**config.mk**
```make
export PLATFORM = sky130hd
export DESIGN_NAME = dkong_i2s_tx
export DESIGN_NICKNAME = d
export VERILOG_FILES = /design/src/rtl/dkong_i2s_tx.sv
export SDC_FILE = /design/constraint.sdc
export NUM_CORES = 1
export LEC_CHECK = 0
export BUFFER_PORTS_ARGS = -buffer_cell sky130_fd_sc_hd__clkbuf_2
export CAP_MARGIN = 25
export CELL_PAD_IN_SITES_DETAIL_PLACEMENT = 2
export CELL_PAD_IN_SITES_GLOBAL_PLACEMENT = 2
export CORE_UTILIZATION = 25
export DETAILED_ROUTE_END_ITERATION = 8
export PLACE_DENSITY_LB_ADDON = 0.1
export SETUP_SLACK_MARGIN = 0.05
export SLEW_MARGIN = 20
export SYNTH_ARGS = -nofsm -noshare
export SYNTH_HDL_FRONTEND = slang
export SYNTH_SLANG_ARGS = --single-unit
```
**constraint.sdc**
```tcl
create_clock -name W_CLK_24576M -period 2.2 [get_ports W_CLK_24576M]
set_input_delay 0.66 -clock W_CLK_24576M [delete_from_list [all_inputs] [get_ports W_CLK_24576M]]
set_output_delay 0.66 -clock W_CLK_24576M [all_outputs]
set_load 0.005 [all_outputs]
```
**src/rtl/dkong_i2s_tx.sv**
```systemverilog
// Philips I2S stereo transmitter for the mono 16-bit sound mixer output, with a 1-deep pending buffer.
// Optional macro DKONG_I2S_VOLUME_EN enables arithmetic-shift attenuation by I_VOL at frame load.
module dkong_i2s_tx #(
  parameter int unsigned BCLK_DIV  = 8,
  parameter int unsigned SLOT_BITS = 32
) (
  input  logic        W_CLK_24576M,
  input  logic        W_RESET,
  input  logic [15:0] I_SAMPLE,
  input  logic        I_SAMPLE_EN,
  input  logic        I_FLAG_CLR,
  input  logic [2:0]  I_VOL,
  output logic        O_MCLK,
  output logic        O_BCLK,
  output logic        O_LRCLK,
  output logic        O_SDATA,
  output logic        O_FRAME,
  output logic        O_OVERRUN,
  output logic        O_UNDERRUN
);

  localparam int unsigned NBITS = 2 * SLOT_BITS;
  localparam int unsigned PW    = $clog2(BCLK_DIV);
  localparam int unsigned BW    = $clog2(NBITS);

  typedef enum logic {
    PEND_STALE = 1'b0,
    PEND_FRESH = 1'b1
  } pend_e;

  logic [PW-1:0] p_q, p_d;
  logic [BW-1:0] b_q, b_d;
  pend_e         pstate_q, pstate_d;
  logic [15:0]   pend_q, pend_d;
  logic [15:0]   last_q, last_d;
  logic [15:0]   shreg_q, shreg_d;
  logic          mclk_q, mclk_d;
  logic          bclk_q, bclk_d;
  logic          lrclk_q, lrclk_d;
  logic          sdata_q, sdata_d;
  logic          frame_q, frame_d;
  logic          ovr_q, ovr_d;
  logic          und_q, und_d;

  logic          load;
  logic          ovr_set, und_set;
  logic [15:0]   src;
  logic [BW-1:0] slot_bit, slot_pos;

`ifndef DKONG_I2S_VOLUME_EN
  logic unused_vol;
  assign unused_vol = ^I_VOL;
`endif

  always_ff @(posedge W_CLK_24576M) begin
    if (W_RESET) begin
      p_q      <= '0;
      b_q      <= '0;
      pstate_q <= PEND_STALE;
      pend_q   <= '0;
      last_q   <= '0;
      shreg_q  <= '0;
      mclk_q   <= 1'b0;
      bclk_q   <= 1'b0;
      lrclk_q  <= 1'b0;
      sdata_q  <= 1'b0;
      frame_q  <= 1'b0;
      ovr_q    <= 1'b0;
      und_q    <= 1'b0;
    end else begin
      p_q      <= p_d;
      b_q      <= b_d;
      pstate_q <= pstate_d;
      pend_q   <= pend_d;
      last_q   <= last_d;
      shreg_q  <= shreg_d;
      mclk_q   <= mclk_d;
      bclk_q   <= bclk_d;
      lrclk_q  <= lrclk_d;
      sdata_q  <= sdata_d;
      frame_q  <= frame_d;
      ovr_q    <= ovr_d;
      und_q    <= und_d;
    end
  end

  always_comb begin
    p_d      = p_q;
    b_d      = b_q;
    pstate_d = pstate_q;
    pend_d   = pend_q;
    last_d   = last_q;
    shreg_d  = shreg_q;
    src      = last_q;
    ovr_set  = 1'b0;
    und_set  = 1'b0;

    // The frame counter is kept as (bit, phase) pairs so no divider is needed for odd-ish BCLK_DIV.
    load = (b_q == BW'(NBITS - 1)) && (p_q == PW'(BCLK_DIV - 1));
    if (p_q == PW'(BCLK_DIV - 1)) begin
      p_d = '0;
      b_d = (b_q == BW'(NBITS - 1)) ? '0 : b_q + 1'b1;
    end else begin
      p_d = p_q + 1'b1;
    end

    if (load) begin
      if (pstate_q == PEND_FRESH) begin
        src      = pend_q;
        pstate_d = PEND_STALE;
      end else if (I_SAMPLE_EN) begin
        src = I_SAMPLE;
      end else begin
        und_set = 1'b1;
      end
      last_d = src;
`ifdef DKONG_I2S_VOLUME_EN
      shreg_d = $signed(src) >>> I_VOL;
`else
      shreg_d = src;
`endif
    end

    // A strobe on a stale load cycle is consumed by the bypass and never reaches the pending slot.
    if (I_SAMPLE_EN && !(load && pstate_q == PEND_STALE)) begin
      pend_d   = I_SAMPLE;
      pstate_d = PEND_FRESH;
      if (pstate_q == PEND_FRESH && !load) ovr_set = 1'b1;
    end

    ovr_d = ovr_set | (ovr_q & ~I_FLAG_CLR);
    und_d = und_set | (und_q & ~I_FLAG_CLR);

    mclk_d  = ~mclk_q;
    bclk_d  = (p_q >= PW'(BCLK_DIV / 2));
    lrclk_d = (b_q >= BW'(SLOT_BITS));
    frame_d = load;

    // Philips delay: bit b carries slot bit b-1, wrapping b=0 onto the last right-slot bit.
    slot_bit = (b_q == '0) ? BW'(NBITS - 1) : b_q - 1'b1;
    slot_pos = (slot_bit >= BW'(SLOT_BITS)) ? slot_bit - BW'(SLOT_BITS) : slot_bit;
    sdata_d  = 1'b0;
    if (slot_pos < BW'(16)) sdata_d = shreg_q[4'(BW'(15) - slot_pos)];
  end

  assign O_MCLK     = mclk_q;
  assign O_BCLK     = bclk_q;
  assign O_LRCLK    = lrclk_q;
  assign O_SDATA    = sdata_q;
  assign O_FRAME    = frame_q;
  assign O_OVERRUN  = ovr_q;
  assign O_UNDERRUN = und_q;

endmodule

```
==> impl_metrics.yaml <==
detailed_routing:
  drtPass1Iterations: 2
  drc: 0
  via_count: 1727
  detail_route.iter0.violations: 40
  vias_per_cell: 4.593
  drt_wl_total_microns: 5207
  ant_nets: 0
  wl_per_cell_microns: 13.85
floorplanning:
  die_area_sq_mm: 0.009009
  die_x_microns: 94.92
  fp-row-count: 33
  die_h_microns: 94.92
  core_area_sq_mm: 0.008299
  io_pins: 30
  initial_core_util_pct: 26.01
timing:
  tns_ns: 0
  report.final.setup_viol: 0
  maxSlewViolCount: 0
  clock_skew_ns: 0.006145
  max-slew-margin-rel_pct: 80.03
  fmax_mhz: 508.3
  tightestPinTransition_ns: 0.2996
  hold_ws_ns: 0.4205
  rsz0062_at_grt: "false"
  hold_viol_final: 0
  period_needed_ns: 1.967
  fin_crit_sh_pct: 89.42
final_layout:
  fillers: 945
  antenna_cells: 0
  layout-drive-gt1-share_pct: 19.19
  layout.nets: 299
  synthToLayoutAreaGrowth_pct: 19.36
clocking:
  cts.path.max_buffers: 2
  cts_tree: "done"
  clk_latency_ns: 0.30
  clk_pin_slew_ns: 0.09
  postCtsHoldBufs: 0
  clock-root-buffer: "clkbuf_8"
  htree_levels: 2
  numCtsBuffers: 5
  numClockSinks: 49
  cts-resized-gates: 0
  postCtsSetupRepairBufs: 0
grt:
  track_usage_pct: 12.99
  grt_start_max_net_pins: 39
  grt_pass1_vias: 1795
  grt_pass1_wl_microns: 8901
  grt-ovfl-total: 0
  antenna_found_initial: 0
critical_path:
  r2r_cells: 9
  worst_r2r_endpoint: "O_SDATA"
  worstPathArrival_ns: 2.18
  rr_startpoint: "b_q[0]"
  reg2reg_slack_ns: 0.23
  cp-start-kind: "flip-flop"
  critPathKind: "reg2reg"
  cp-startpoint: "b_q[0]"
  crit_fanout: 5
  required_ns: 2.42
  worstSetupEndpoint: "O_SDATA"
  worstSetupEndpointType: "flip-flop"
synthesis:
  synthTopCellsByArea: "dfxtp_1, mux2i_1, nand2_1, a211oi_1, nor2_1"
  ys_seq_elements: 49
  synth-edff-count: 0
  synth-main-ff-cell: "dfxtp_1"
  synth_area_sq_mm: 0.002158
  synth-seq-area-share_pct: 45.45
  ys_warn_count: 0
  synth_area_leader_cell: "dfxtp_1"
  synth.distinct_cells: 36
  synth_most_common_cell: "dfxtp_1"
  synth_fp_nets: 269
  synth_top_area_share_pct: 45.45
  synth_cells: 240
  async_flop_share_pct: 0
  synth_commonest_cells: "dfxtp_1, nand2_1, nor2_1"
  avgSynthCellArea_sq_um: 8.993
run_status:
  status: "finished, final reports clean"
place:
  place_congestion: 0.6703
  dp.final_hpwl_microns: 3724
  numPortBuffers: 26
power:
  power_density_mw_per_mm2: 672.3
  ir_drop_uv: 240.4
  p_leak_nw: 1.058
flow_run:
  maxCapViolCount: 0
worst_hold_path:
  min_path_type: "reg2reg"
-- per-stage QoR --
stage	util [%]	setup WS, ns	std cells	total power [mW]	area [sq um]
floorplan	-	0.2605	240	1.024	2158
global placement	29.56	0.2414	368	1.078	2454
detailed placement	29.56	0.2127	368	1.083	2454
CTS	30.97	0.1819	376	1.781	2570
global route	31.04	0.07851	376	1.835	2576
finish	31.04	0.2328	376	1.732	2576
-- layout by cell type (no fill, tap or decap), types with 2 or more instances in the layout --
cell,count
a22oi_1,3
nand2_1,37
ha_1,6
o21a_1,2
a21oi_1,18
inv_1,5
mux2i_1,25
xor2_1,4
nor3b_1,2
nor2b_1,3
clkbuf_2,26
buf_12,2
dfxtp_1,49
nand3_1,3
nor2_1,28
buf_4,10
nor3_1,4
clkbuf_8,6
a211oi_1,16
xnor2_1,2
nand4_1,3
-- how the worst min path moves through the flow --
stage	from	end	cells after the start
floorplan	O_MCLK	O_MCLK	1
global placement	O_MCLK	O_MCLK	1
detailed placement	O_MCLK	O_MCLK	1
CTS	O_MCLK	O_MCLK	1
global route	O_MCLK	O_MCLK	1
finish	O_MCLK	O_MCLK	1
-- worst max-delay path, stage by stage, from the launching register on --
cell and delay (ns):
dfxtp_1 0.34, inv_1 0.08, ha_1 0.21, nor3b_4 0.16, a21o_1 0.20, buf_4 0.17
mux2i_1 0.16, a22oi_1 0.21, nand4_1 0.13, a211oi_2 0.23
-- layout make-up --
cell class                      instances  area (sq um)  share of cell area [%]
Clock inverter                          1         30.03                   1.166
Inverter                                6         22.52                  0.8742
Sequential cell                        49         980.9                   38.08
Multi-Input combinational cell        170          1080                   41.91
Clock buffer                            7         86.33                   3.351
Tap cell                              105         131.4                   5.100
Timing Repair Buffer                   38         245.2                   9.519
-- report_power, final --
part	leakage, nW	switching, mW	internal, mW
clock	0.0585	0.304	0.371
combinational	0.600	0.0751	0.0568
sequential	0.399	0.0133	0.911
total	1.06	0.393	1.34
-- cells by family after synthesis --
kind of cell	synth area share (%)
compound gates	14.90
xor+xnor	2.435
fa+ha+maj	3.478
buf+inv	4.811
flops	45.45
mux	11.59
simple gates	17.33
-- routing by layer --
layer	track usage, %	part of all wire (%)	up-vias
met5	0	0	-
met4	4.545	1.4	0
met3	2.415	2.1	5
met2	20.80	46	18
met1	17.38	50	820
li1	-	-	884
-- sequential cells by signal, indices dropped and copies added, names as in the netlist, 3 cells and up --
name     flops
b_q          6
p_q          3
shreg_q     16
pend_q      16
Power figures use the tool's default switching activity.
